[src/rtl/ram_arbiter_pkg.sv]
// Shared constants and state encoding for the RAM arbiter slice.
package mem_pkg;

  localparam int DEF_ADDR_W    = 8;
  localparam int DEF_DATA_W    = 8;
  localparam int DEF_MAX_BURST = 4;

  // Burst counter width: large enough for a burst limit of up to 15.
  localparam int CNT_W = 4;

  // Requester port indices.
  localparam logic P_CPU = 1'b0;
  localparam logic P_LDR = 1'b1;

  typedef enum logic [1:0] {
    S_INIT  = 2'd0,
    S_RUN   = 2'd1,
    S_CLEAR = 2'd2
  } state_t;

endpackage

[src/rtl/ram_arbiter_if.sv]
// Bundle of requester handshakes and RAM-side wires around the arbiter.
// master = environment (requesters + RAM), slave = the arbiter itself.
interface ram_arbiter_if
  import mem_pkg::*;
#(
  parameter int ADDR_W = DEF_ADDR_W,
  parameter int DATA_W = DEF_DATA_W
);

  logic              clr_req;

  logic              req0;
  logic              we0;
  logic [ADDR_W-1:0] addr0;
  logic [DATA_W-1:0] wdata0;
  logic              gnt0;
  logic              rvalid0;
  logic [DATA_W-1:0] rdata0;

  logic              req1;
  logic              we1;
  logic [ADDR_W-1:0] addr1;
  logic [DATA_W-1:0] wdata1;
  logic              gnt1;
  logic              rvalid1;
  logic [DATA_W-1:0] rdata1;

  logic [ADDR_W-1:0] ram_w_addr;
  logic [DATA_W-1:0] ram_w_data;
  logic [ADDR_W-1:0] ram_data_addr;
  logic              ram_rw_enable;
  logic              ram_rst;
  logic [DATA_W-1:0] ram_r_data;

  modport master (
    output clr_req,
    output req0, we0, addr0, wdata0,
    input  gnt0, rvalid0, rdata0,
    output req1, we1, addr1, wdata1,
    input  gnt1, rvalid1, rdata1,
    input  ram_w_addr, ram_w_data, ram_data_addr, ram_rw_enable, ram_rst,
    output ram_r_data
  );

  modport slave (
    input  clr_req,
    input  req0, we0, addr0, wdata0,
    output gnt0, rvalid0, rdata0,
    input  req1, we1, addr1, wdata1,
    output gnt1, rvalid1, rdata1,
    output ram_w_addr, ram_w_data, ram_data_addr, ram_rw_enable, ram_rst,
    input  ram_r_data
  );

endinterface

[src/rtl/ram_arbiter_rr_arb2.sv]
// Two-way round-robin grant with a bounded burst for the current owner.
module rr_arb2
  import mem_pkg::*;
#(
  parameter int MAX_BURST = DEF_MAX_BURST
) (
  input  logic             req0,
  input  logic             req1,
  input  logic             last,
  input  logic [CNT_W-1:0] burst_cnt,
  output logic             gnt0,
  output logic             gnt1
);

  logic keep_owner;
  logic winner;

  // The previous owner keeps the RAM only inside an active burst that has not
  // reached its limit; after an idle cycle the count is 0 and the turn passes.
  assign keep_owner = (burst_cnt != '0) && (burst_cnt < CNT_W'(MAX_BURST));

  // Resolve one winner per cycle; a lone requester always wins.
  always_comb begin
    gnt0   = 1'b0;
    gnt1   = 1'b0;
    winner = P_CPU;
    if (req0 && req1) begin
      winner = keep_owner ? last : ~last;
      gnt0   = (winner == P_CPU);
      gnt1   = (winner == P_LDR);
    end else begin
      gnt0 = req0;
      gnt1 = req1;
    end
  end

endmodule

[src/rtl/ram_arbiter.sv]
// Shares the single-port data RAM between the CPU (port 0) and the loader
// (port 1): clear sequencing, grant muxing and the read-valid pipeline.
module ram_arbiter
  import mem_pkg::*;
#(
  parameter int ADDR_W    = DEF_ADDR_W,
  parameter int DATA_W    = DEF_DATA_W,
  parameter int MAX_BURST = DEF_MAX_BURST
) (
  input  logic          clk,
  input  logic          rst,
  ram_arbiter_if.slave  bus
);

  state_t            state_q;
  logic              clr_pend_q;
  logic              last_q;
  logic [CNT_W-1:0]  burst_q;
  logic [CNT_W-1:0]  burst_d;
  logic              rvalid0_q;
  logic              rvalid1_q;
  logic [ADDR_W-1:0] addr_hold_q;
  logic [DATA_W-1:0] wdata_hold_q;

  logic              arb_gnt0;
  logic              arb_gnt1;
  logic              run;
  logic              gnt0;
  logic              gnt1;
  logic              any_gnt;
  logic              gnt_port;
  logic [ADDR_W-1:0] sel_addr;
  logic [DATA_W-1:0] sel_wdata;
  logic              sel_we;

  rr_arb2 #(.MAX_BURST(MAX_BURST)) u_arb (
    .req0      (bus.req0),
    .req1      (bus.req1),
    .last      (last_q),
    .burst_cnt (burst_q),
    .gnt0      (arb_gnt0),
    .gnt1      (arb_gnt1)
  );

  // Grants exist only in normal running; init and clear cycles block both ports.
  assign run      = (state_q == S_RUN);
  assign gnt0     = run & arb_gnt0;
  assign gnt1     = run & arb_gnt1;
  assign any_gnt  = gnt0 | gnt1;
  assign gnt_port = gnt1 ? P_LDR : P_CPU;

  assign sel_addr  = gnt1 ? bus.addr1  : bus.addr0;
  assign sel_wdata = gnt1 ? bus.wdata1 : bus.wdata0;
  assign sel_we    = gnt1 ? bus.we1    : bus.we0;

  // Idle cycles keep the last granted address/data on the RAM pins.
  assign bus.ram_w_addr    = any_gnt ? sel_addr  : addr_hold_q;
  assign bus.ram_data_addr = any_gnt ? sel_addr  : addr_hold_q;
  assign bus.ram_w_data    = any_gnt ? sel_wdata : wdata_hold_q;
  assign bus.ram_rw_enable = any_gnt & sel_we;
  assign bus.ram_rst       = clr_pend_q;

  assign bus.gnt0    = gnt0;
  assign bus.gnt1    = gnt1;
  assign bus.rvalid0 = rvalid0_q;
  assign bus.rvalid1 = rvalid1_q;
  assign bus.rdata0  = bus.ram_r_data;
  assign bus.rdata1  = bus.ram_r_data;

  // Next burst count: extend a same-port run (saturating), restart on a switch,
  // drop to zero on an idle cycle.
  always_comb begin
    burst_d = '0;
    if (any_gnt) begin
      if (gnt_port != last_q)
        burst_d = CNT_W'(1);
      else if (burst_q >= CNT_W'(MAX_BURST))
        burst_d = CNT_W'(MAX_BURST);
      else
        burst_d = burst_q + CNT_W'(1);
    end
  end

  // Clear sequencer; clr_pend_q is the registered RAM clear strobe. In S_INIT
  // it spends one quiet cycle, then one cycle high before running.
  always_ff @(posedge clk or negedge rst) begin
    if (!rst) begin
      state_q    <= S_INIT;
      clr_pend_q <= 1'b0;
    end else begin
      case (state_q)
        S_INIT: begin
          if (!clr_pend_q) begin
            clr_pend_q <= 1'b1;
          end else begin
            clr_pend_q <= 1'b0;
            state_q    <= S_RUN;
          end
        end
        S_RUN: begin
          if (bus.clr_req) begin
            clr_pend_q <= 1'b1;
            state_q    <= S_CLEAR;
          end
        end
        S_CLEAR: begin
          // A clr_req arriving here is absorbed by the clear in progress.
          clr_pend_q <= 1'b0;
          state_q    <= S_RUN;
        end
        default: begin
          clr_pend_q <= 1'b0;
          state_q    <= S_INIT;
        end
      endcase
    end
  end

  // Round-robin history: last owner and length of its current burst.
  always_ff @(posedge clk or negedge rst) begin
    if (!rst) begin
      last_q  <= P_LDR;
      burst_q <= '0;
    end else begin
      burst_q <= burst_d;
      if (any_gnt)
        last_q <= gnt_port;
    end
  end

  // Read-valid pipeline matching the RAM's one-cycle registered read.
  always_ff @(posedge clk or negedge rst) begin
    if (!rst) begin
      rvalid0_q <= 1'b0;
      rvalid1_q <= 1'b0;
    end else begin
      rvalid0_q <= gnt0 & ~bus.we0;
      rvalid1_q <= gnt1 & ~bus.we1;
    end
  end

  // Remember the last granted address/data so the RAM pins stay quiet when idle.
  always_ff @(posedge clk or negedge rst) begin
    if (!rst) begin
      addr_hold_q  <= '0;
      wdata_hold_q <= '0;
    end else if (any_gnt) begin
      addr_hold_q  <= sel_addr;
      wdata_hold_q <= sel_wdata;
    end
  end

endmodule

[src/flat_wrapper.sv]
// flat-port wrapper written by rule: the top's interface ports become plain ports
module ram_arbiter_flat import mem_pkg::*;
#(
  parameter int ADDR_W    = DEF_ADDR_W,
  parameter int DATA_W    = DEF_DATA_W,
  parameter int MAX_BURST = DEF_MAX_BURST
)
  (clk, rst, bus_clr_req, bus_req0, bus_we0, bus_addr0, bus_wdata0, bus_gnt0, bus_rvalid0, bus_rdata0, bus_req1, bus_we1, bus_addr1, bus_wdata1, bus_gnt1, bus_rvalid1, bus_rdata1, bus_ram_w_addr, bus_ram_w_data, bus_ram_data_addr, bus_ram_rw_enable, bus_ram_rst, bus_ram_r_data);
  ram_arbiter_if #(.ADDR_W(ADDR_W), .DATA_W(DATA_W)) bus_i ();
  input  logic clk;
  input  logic rst;
  input wire logic [$bits(bus_i.clr_req)-1:0] bus_clr_req;
  input wire logic [$bits(bus_i.req0)-1:0] bus_req0;
  input wire logic [$bits(bus_i.we0)-1:0] bus_we0;
  input wire logic [$bits(bus_i.addr0)-1:0] bus_addr0;
  input wire logic [$bits(bus_i.wdata0)-1:0] bus_wdata0;
  output wire logic [$bits(bus_i.gnt0)-1:0] bus_gnt0;
  output wire logic [$bits(bus_i.rvalid0)-1:0] bus_rvalid0;
  output wire logic [$bits(bus_i.rdata0)-1:0] bus_rdata0;
  input wire logic [$bits(bus_i.req1)-1:0] bus_req1;
  input wire logic [$bits(bus_i.we1)-1:0] bus_we1;
  input wire logic [$bits(bus_i.addr1)-1:0] bus_addr1;
  input wire logic [$bits(bus_i.wdata1)-1:0] bus_wdata1;
  output wire logic [$bits(bus_i.gnt1)-1:0] bus_gnt1;
  output wire logic [$bits(bus_i.rvalid1)-1:0] bus_rvalid1;
  output wire logic [$bits(bus_i.rdata1)-1:0] bus_rdata1;
  output wire logic [$bits(bus_i.ram_w_addr)-1:0] bus_ram_w_addr;
  output wire logic [$bits(bus_i.ram_w_data)-1:0] bus_ram_w_data;
  output wire logic [$bits(bus_i.ram_data_addr)-1:0] bus_ram_data_addr;
  output wire logic [$bits(bus_i.ram_rw_enable)-1:0] bus_ram_rw_enable;
  output wire logic [$bits(bus_i.ram_rst)-1:0] bus_ram_rst;
  input wire logic [$bits(bus_i.ram_r_data)-1:0] bus_ram_r_data;
  assign bus_i.clr_req = bus_clr_req;
  assign bus_i.req0 = bus_req0;
  assign bus_i.we0 = bus_we0;
  assign bus_i.addr0 = bus_addr0;
  assign bus_i.wdata0 = bus_wdata0;
  assign bus_gnt0 = bus_i.gnt0;
  assign bus_rvalid0 = bus_i.rvalid0;
  assign bus_rdata0 = bus_i.rdata0;
  assign bus_i.req1 = bus_req1;
  assign bus_i.we1 = bus_we1;
  assign bus_i.addr1 = bus_addr1;
  assign bus_i.wdata1 = bus_wdata1;
  assign bus_gnt1 = bus_i.gnt1;
  assign bus_rvalid1 = bus_i.rvalid1;
  assign bus_rdata1 = bus_i.rdata1;
  assign bus_ram_w_addr = bus_i.ram_w_addr;
  assign bus_ram_w_data = bus_i.ram_w_data;
  assign bus_ram_data_addr = bus_i.ram_data_addr;
  assign bus_ram_rw_enable = bus_i.ram_rw_enable;
  assign bus_ram_rst = bus_i.ram_rst;
  assign bus_i.ram_r_data = bus_ram_r_data;
  ram_arbiter #(.ADDR_W(ADDR_W), .DATA_W(DATA_W), .MAX_BURST(MAX_BURST)) u_core (.clk(clk), .rst(rst), .bus(bus_i));
endmodule
[config.mk]
export PLATFORM = sky130hd
export DESIGN_NAME = ram_arbiter_flat
export DESIGN_NICKNAME = d
export VERILOG_FILES = /design/src/rtl/ram_arbiter_pkg.sv /design/src/rtl/ram_arbiter_if.sv /design/src/rtl/ram_arbiter_rr_arb2.sv /design/src/rtl/ram_arbiter.sv /design/src/flat_wrapper.sv
export SDC_FILE = /design/constraint.sdc
export NUM_CORES = 1
export LEC_CHECK = 0
export ABC_CLOCK_PERIOD_IN_PS = 2250
export CAP_MARGIN = 30
export CORE_MARGIN = 2
export CORE_UTILIZATION = 34
export CTS_BUF_LIST = sky130_fd_sc_hd__clkbuf_4
export CTS_CLUSTER_DIAMETER = 80
export CTS_CLUSTER_SIZE = 14
export DETAILED_ROUTE_END_ITERATION = 8
export GPL_ROUTABILITY_DRIVEN = 0
export HOLD_SLACK_MARGIN = 0.06
export PLACE_DENSITY = 0.87
export SLEW_MARGIN = 20
export SYNTH_ARGS = -nofsm -noshare
export SYNTH_HDL_FRONTEND = slang
export SYNTH_SLANG_ARGS = --single-unit
export TNS_END_PERCENT = 20
[constraint.sdc]
create_clock -name clk -period 2.25 [get_ports clk]
set_input_delay 0.225 -clock clk [delete_from_list [all_inputs] [get_ports clk]]
set_output_delay 0.225 -clock clk [all_outputs]
set_load 0.02 [all_outputs]
## Word-level counts from Yosys, hierarchy flattened

Index checks and enable logic that the tools add are counted.

| word-level totals | value |
|---|---|
| word-level logic and storage cells | 49 |
| bits in registers | 26 |
| input bits | 47 |

| cells by class | value |
|---|---|
| equality and inequality tests | 5 |
| add/subtract/negate cells | 1 |
| magnitude comparators | 2 |
| mux-type cells | 18 |
| reduce and logical (&&, ||, !) cells | 5 |
| bitwise operators | 10 |

Operators by type and width:

| operator | number |
|---|---|
| $mux W8 | 4 |
| $mux W4 | 3 |
| $mux W1 | 7 |
| $pmux W2 S3 | 1 |
| $and A1 B1 Y1 | 5 |
| $add A4 B1 Y4 const B | 1 |
| $ge A4 B3 Y1 const B | 1 |
| $lt A4 B3 Y1 const B | 1 |
| $mux W2 | 2 |
| $not A1 Y1 | 4 |
| $reduce_bool A4 Y1 | 1 |
| $eq A2 B1 Y1 const B | 1 |
| $eq A2 B2 Y1 const B | 1 |
| $logic_and A1 B1 Y1 | 2 |
| $logic_not A2 Y1 | 1 |
| $ne A2 B1 Y1 const B | 1 |
| $ne A2 B2 Y1 const B | 1 |
| $pmux W1 S2 | 1 |
| $reduce_and A2 Y1 | 1 |
| $ne A1 B1 Y1 | 1 |
| $or A1 B1 Y1 | 1 |

## Depth between registers and ports, before layout

| depth | value |
|---|---|
| depth in word-level cells | 9 |
| gate-level depth with buffers | 8 |

## By module

Synthesis repeated with hierarchy kept, for this count alone.

| second synthesis, totals | value |
|---|---|
| cells, all modules | 123 |
| area, all modules | 1596.5 um^2 |

By module, submodules not included:

| module | seq. area each (um^2) | area an instance (um^2) | instances | cells an instance |
|---|---|---|---|---|
| ram_arbiter | 651.9 | 1549.0 | 1 | 116 |
| rr_arb2 | 0.0 | 47.5 | 1 | 7 |

## Worst setup path after synthesis

No wires, ideal clock.

| timing path | value |
|---|---|
| kind | register to output |
| start | register u_core.burst_q[0] |
| end | output port bus_ram_w_addr[0] |
| setup slack | -105 ps |
| stages on the path, launching flop included | 9 |
| data arrival time | 2130 ps |
| cells stage by stage | dfrtp_1 > inv_1 > ha_1 > or3_4 > o2111a_1 > buf_6 > buf_8 > a221o_1 > buf_4 |

RTL lines:

| element | line | source |
|---|---|---|
| from (decl) | ram_arbiter.sv:18 | `logic [CNT_W-1:0] burst_q;` |
| from (signal assigned) | ram_arbiter.sv:125 | `burst_q <= burst_d;` |
| $lt A4 B3 Y1 / $reduce_bool A4 Y1 (equally long branches) | ram_arbiter_rr_arb2.sv:20 | `assign keep_owner = (burst_cnt != '0) && (burst_cnt < CNT_W'(MAX_BURST));` |
| $logic_and A1 B1 Y1 * | ram_arbiter_rr_arb2.sv:20 |  |
| $mux W1 * | ram_arbiter_rr_arb2.sv:28 | `winner = keep_owner ? last : ~last;` |
| $mux W1 * | ram_arbiter_rr_arb2.sv:27 | `if (req0 && req1) begin` |
| $and A1 B1 Y1 * | ram_arbiter.sv:48 | `assign gnt1 = run & arb_gnt1;` |
| named net bus_gnt1 | flat_wrapper.sv:24 | `output wire logic [$bits(bus_i.gnt1)-1:0] bus_gnt1;` |
| $mux W8 / $or A1 B1 Y1 (equally long branches) | ram_arbiter.sv:52, ram_arbiter.sv:49 |  |
| $mux W8 * | n/a |  |
| to (decl) | flat_wrapper.sv:27 | `output wire logic [$bits(bus_i.ram_w_addr)-1:0] bus_ram_w_addr;` |

The timed path passes the listed nets; every way through them passes the cells marked *.

## Final worst setup path

| timing path | value |
|---|---|
| start | register u_core.burst_q[1] |
| end | output port bus_ram_w_data[2] |

| between the ends | value |
|---|---|
| cells in the longest elaborated chain, start to end | 8 |

Ends and longest elaborated chain:

| element | line | source |
|---|---|---|
| $lt A4 B3 Y1 / $reduce_bool A4 Y1 (equally long branches) | ram_arbiter_rr_arb2.sv:20 |  |
| $logic_and A1 B1 Y1 * | ram_arbiter_rr_arb2.sv:20 |  |
| $mux W1 * | ram_arbiter_rr_arb2.sv:28 |  |
| $not A1 Y1 | ram_arbiter_rr_arb2.sv:29 | `gnt0 = (winner == P_CPU);` |
| $mux W1 | ram_arbiter_rr_arb2.sv:27 |  |
| $and A1 B1 Y1 | ram_arbiter.sv:47 | `assign gnt0 = run & arb_gnt0;` |
| $or A1 B1 Y1 | ram_arbiter.sv:49 | `assign any_gnt = gnt0 \| gnt1;` |
| $mux W8 * | ram_arbiter.sv:59 | `assign bus.ram_w_data = any_gnt ? sel_wdata : wdata_hold_q;` |
| to (decl) | flat_wrapper.sv:28 | `output wire logic [$bits(bus_i.ram_w_data)-1:0] bus_ram_w_data;` |

Mark *: on every way between the ends. The rest lies on a longest branch, timed or not.

==> flow_summary.json <==
{
  "hold_viol_final": 0,
  "ir_worst_vdd_v": 0.000569,
  "period_share_pct": 110,
  "p_leak_nw": 0.979,
  "clock_latency_ns": 0.33,
  "start_util_pct": 36.0,
  "synthSimpleGateAreaFrac_pct": 6.08,
  "powerDensity_mw_per_mm2": 1300,
  "synth_xor_area_share_pct": 0,
  "placed_area_mm2": 0.00216,
  "setup_ws_ns": -0.235,
  "period_needed_ns": 2.48,
  "core_area_mm2": 0.00406,
  "skew_ns": 0.0108,
  "synth_ff_type": "dfrtp_1",
  "fmax_mhz": 402,
  "p_total_mw": 2.81,
  "tritoncts.num_buffers": 3,
  "cp-start-kind": "flip-flop",
  "drive_above_1_share_pct": 38.1,
  "endpoint_kind": "output pin",
  "synth-adder-area-share_pct": 1.71,
  "drtAntennaViolNets": 0,
  "dp.cells": 238,
  "clock_sinks": 26,
  "die-height_um": 69.5,
  "cts_root_buffer": "clkbuf_4",
  "rsz0062_at_grt": "yes",
  "synth_warnings": 0,
  "finalMaxSlewViolations": 0,
  "antenna_found_initial": 0,
  "grt_max_degree": 27,
  "status": "finished with violations",
  "async_flop_share_pct": 100,
  "r2r_cells": 8,
  "yosysSeqAreaShare_pct": 44.6,
  "dr_total_vias": 1260,
  "finalCoreUtilization_pct": 53.3,
  "max-cap-violations": 0,
  "yosys.cell_types.count": 37,
  "syn_area_per_cell_um2": 11.4,
  "r2r_start": "u_core.burst_q[1]",
  "synth_nets": 177,
  "die_x_um": 69.5,
  "grt_overflow": 0,
  "dp_worst_setup_slack_ns": -0.392,
  "rows": 23,
  "grtUsageTotal_pct": 16.1,
  "cp.arrival_ns": 2.26,
  "hold_class": "in -> async",
  "r2r-end": "u_core.wdata_hold_q[7]",
  "finalInstanceArea_mm2": 0.00216,
  "firstDrtPassIters": 4,
  "setup_violations": 25,
  "via_per_inst": 5.10,
  "htreeDepth": 1,
  "cts_tree": "yes",
  "hpwl_mm": 2.76,
  "insertedDiodeCount": 0,
  "drt-total-wl_mm": 3.83,
  "grt_pass1_wl_mm": 6.38,
  "synth_edf_count": 0,
  "cts_hold_buf": 0,
  "fp.dieArea_mm2": 0.00483,
  "crit_type": "reg -> out",
  "final_cell_count_no_fill": 247,
  "violations": "setup timing",
  "r2r_slack_ns": 0.14,
  "synth_cells": 128,
  "nFillCells": 352,
  "synth-compound-area-share_pct": 29.6,
  "synthMuxAreaShare_pct": 0.771,
  "first_global_vias": 1369,
  "wire_per_inst_um": 15.5,
  "num_io_pins": 93,
  "synth_seq_cells": 26,
  "cp_max_fo": 17,
  "cp_data_required_time_ns": 2.03,
  "clkSlewWorstSetupHoldPaths_ns": 0.15,
  "clk_path_buf_depth": 2,
  "drt_iter0_drc": 33,
  "port_buffers": 68,
  "synth_top_family_by_area": "compound AO/OA/AOI/OAI gates",
  "syn_area_mm2": 0.00146,
  "nets": 247,
  "post-route-drc-count": 0,
  "area_growth_pct": 48.2
}
==> how the worst max path moves through the flow <==
stage | depth (start not counted) | endpoint | slack, ns | startpoint
4_1_cts | 7 | bus_ram_w_data[4] | -0.24 | u_core.burst_q[1]
3_3_place_gp | 7 | bus_ram_w_addr[2] | -0.26 | bus_req0
3_5_place_dp | 7 | bus_ram_w_addr[1] | -0.39 | u_core.burst_q[1]
6_report | 7 | bus_ram_w_data[2] | -0.23 | u_core.burst_q[1]
2_1_floorplan | 8 | bus_ram_w_addr[0] | -0.003 | u_core.burst_q[0]
5_1_grt | 7 | bus_ram_w_data[2] | -0.31 | u_core.burst_q[1]
==> layer usage <==
layer / vias up / global-route usage (%) / wire [um]
li1: 593 / - / -
met2: 54 / 27.9 / 1900
met1: 607 / 20.0 / 1610
met5: - / 0 / 0
met3: 6 / 4.22 / 273
met4: 0 / 3.49 / 44
==> worst max-delay path: stages (launching register included) <==
cell	delay [ns]
dfrtp_1	0.38
inv_2	0.05
ha_4	0.17
or3_4	0.33
o2111a_2	0.29
buf_12	0.16
a221o_2	0.40
buf_2	0.16
==> synth_stat cells, drive strengths merged, types with 2 or more instances <==
cell	count	area (um^2)
a221o	16	165
a21oi	3	15.0
dfrtp	25	626
clkbuf	5	18.8
nor2b	3	18.8
ha	2	25.0
o31a	2	17.5
buf	27	218
inv	3	11.3
a21boi	17	128
nand2	2	7.51
==> logic make-up (layout without fill, tap and decap cells) <==
kind of cell / after synthesis / after routing
AO/OA/AOI/OAI: 49 / 49
buffers and inverters: 35 / 104
flip-flops: 26 / 26
AND/OR/NAND/NOR: 14 / 14
adder cells (fa/ha/maj): 2 / 2
other: 1 / 1
multiplexers: 1 / 1
==> area by class of cell <==
class,count,area (um^2),area share (%)
Inverter,3,11.3,0.520
Multi-Input combinational cell,67,586,27.1
Timing Repair Buffer,97,823,38.0
Sequential cell,26,652,30.1
Clock buffer,4,30.0,1.39
Tap cell,50,62.6,2.89
==> sequential cells by signal (all words and copies together) (netlist names) <==
signal / flops
u_core.addr_hold_q: 8
u_core.wdata_hold_q: 8
u_core.burst_q: 4
u_core.state_q: 2
u_core.bus.ram_rst: 1
u_core.bus.rvalid0: 1
u_core.bus.rvalid1: 1
u_core.last_q: 1
==> stage by stage <==
step                      hold slack (ns)  TNS (ns)
final                               0.249     -4.88
after global routing                0.250     -7.03
after CTS                           0.254     -5.12
after detailed placement            0.450     -9.08
after global placement              0.450     -6.11
after floorplan                   -0.0706   -0.0218
==> cell usage in the layout (no fill, tap or decap), types with 2 or more instances in the layout <==
| master | n |
|---|---|
| inv_2 | 2 |
| buf_2 | 19 |
| clkdlybuf4s50_1 | 41 |
| a21boi_0 | 16 |
| o31a_1 | 2 |
| a21oi_1 | 3 |
| a221o_1 | 12 |
| nor2b_1 | 3 |
| buf_4 | 28 |
| clkbuf_4 | 4 |
| a221o_2 | 4 |
| nand2_1 | 2 |
| buf_6 | 7 |
| dfrtp_1 | 25 |
==> power breakdown <==
part / internal, mW / leakage [nW] / switching (mW)
registers: 0.663 / 0.324 / 0.0754
clock network: 0.0815 / 0.0184 / 0.140
logic: 0.879 / 0.637 / 0.974
==> timing repair <==
item                                    4_1_cts  5_1_grt
endpoints found under the setup margin       27       27
resized for setup                           119        9
pin swaps                                     2        1
hold endpoints to repair                      0        0
setup buffers                                 3        2
Note: power is estimated with default switching activity, not from simulation.
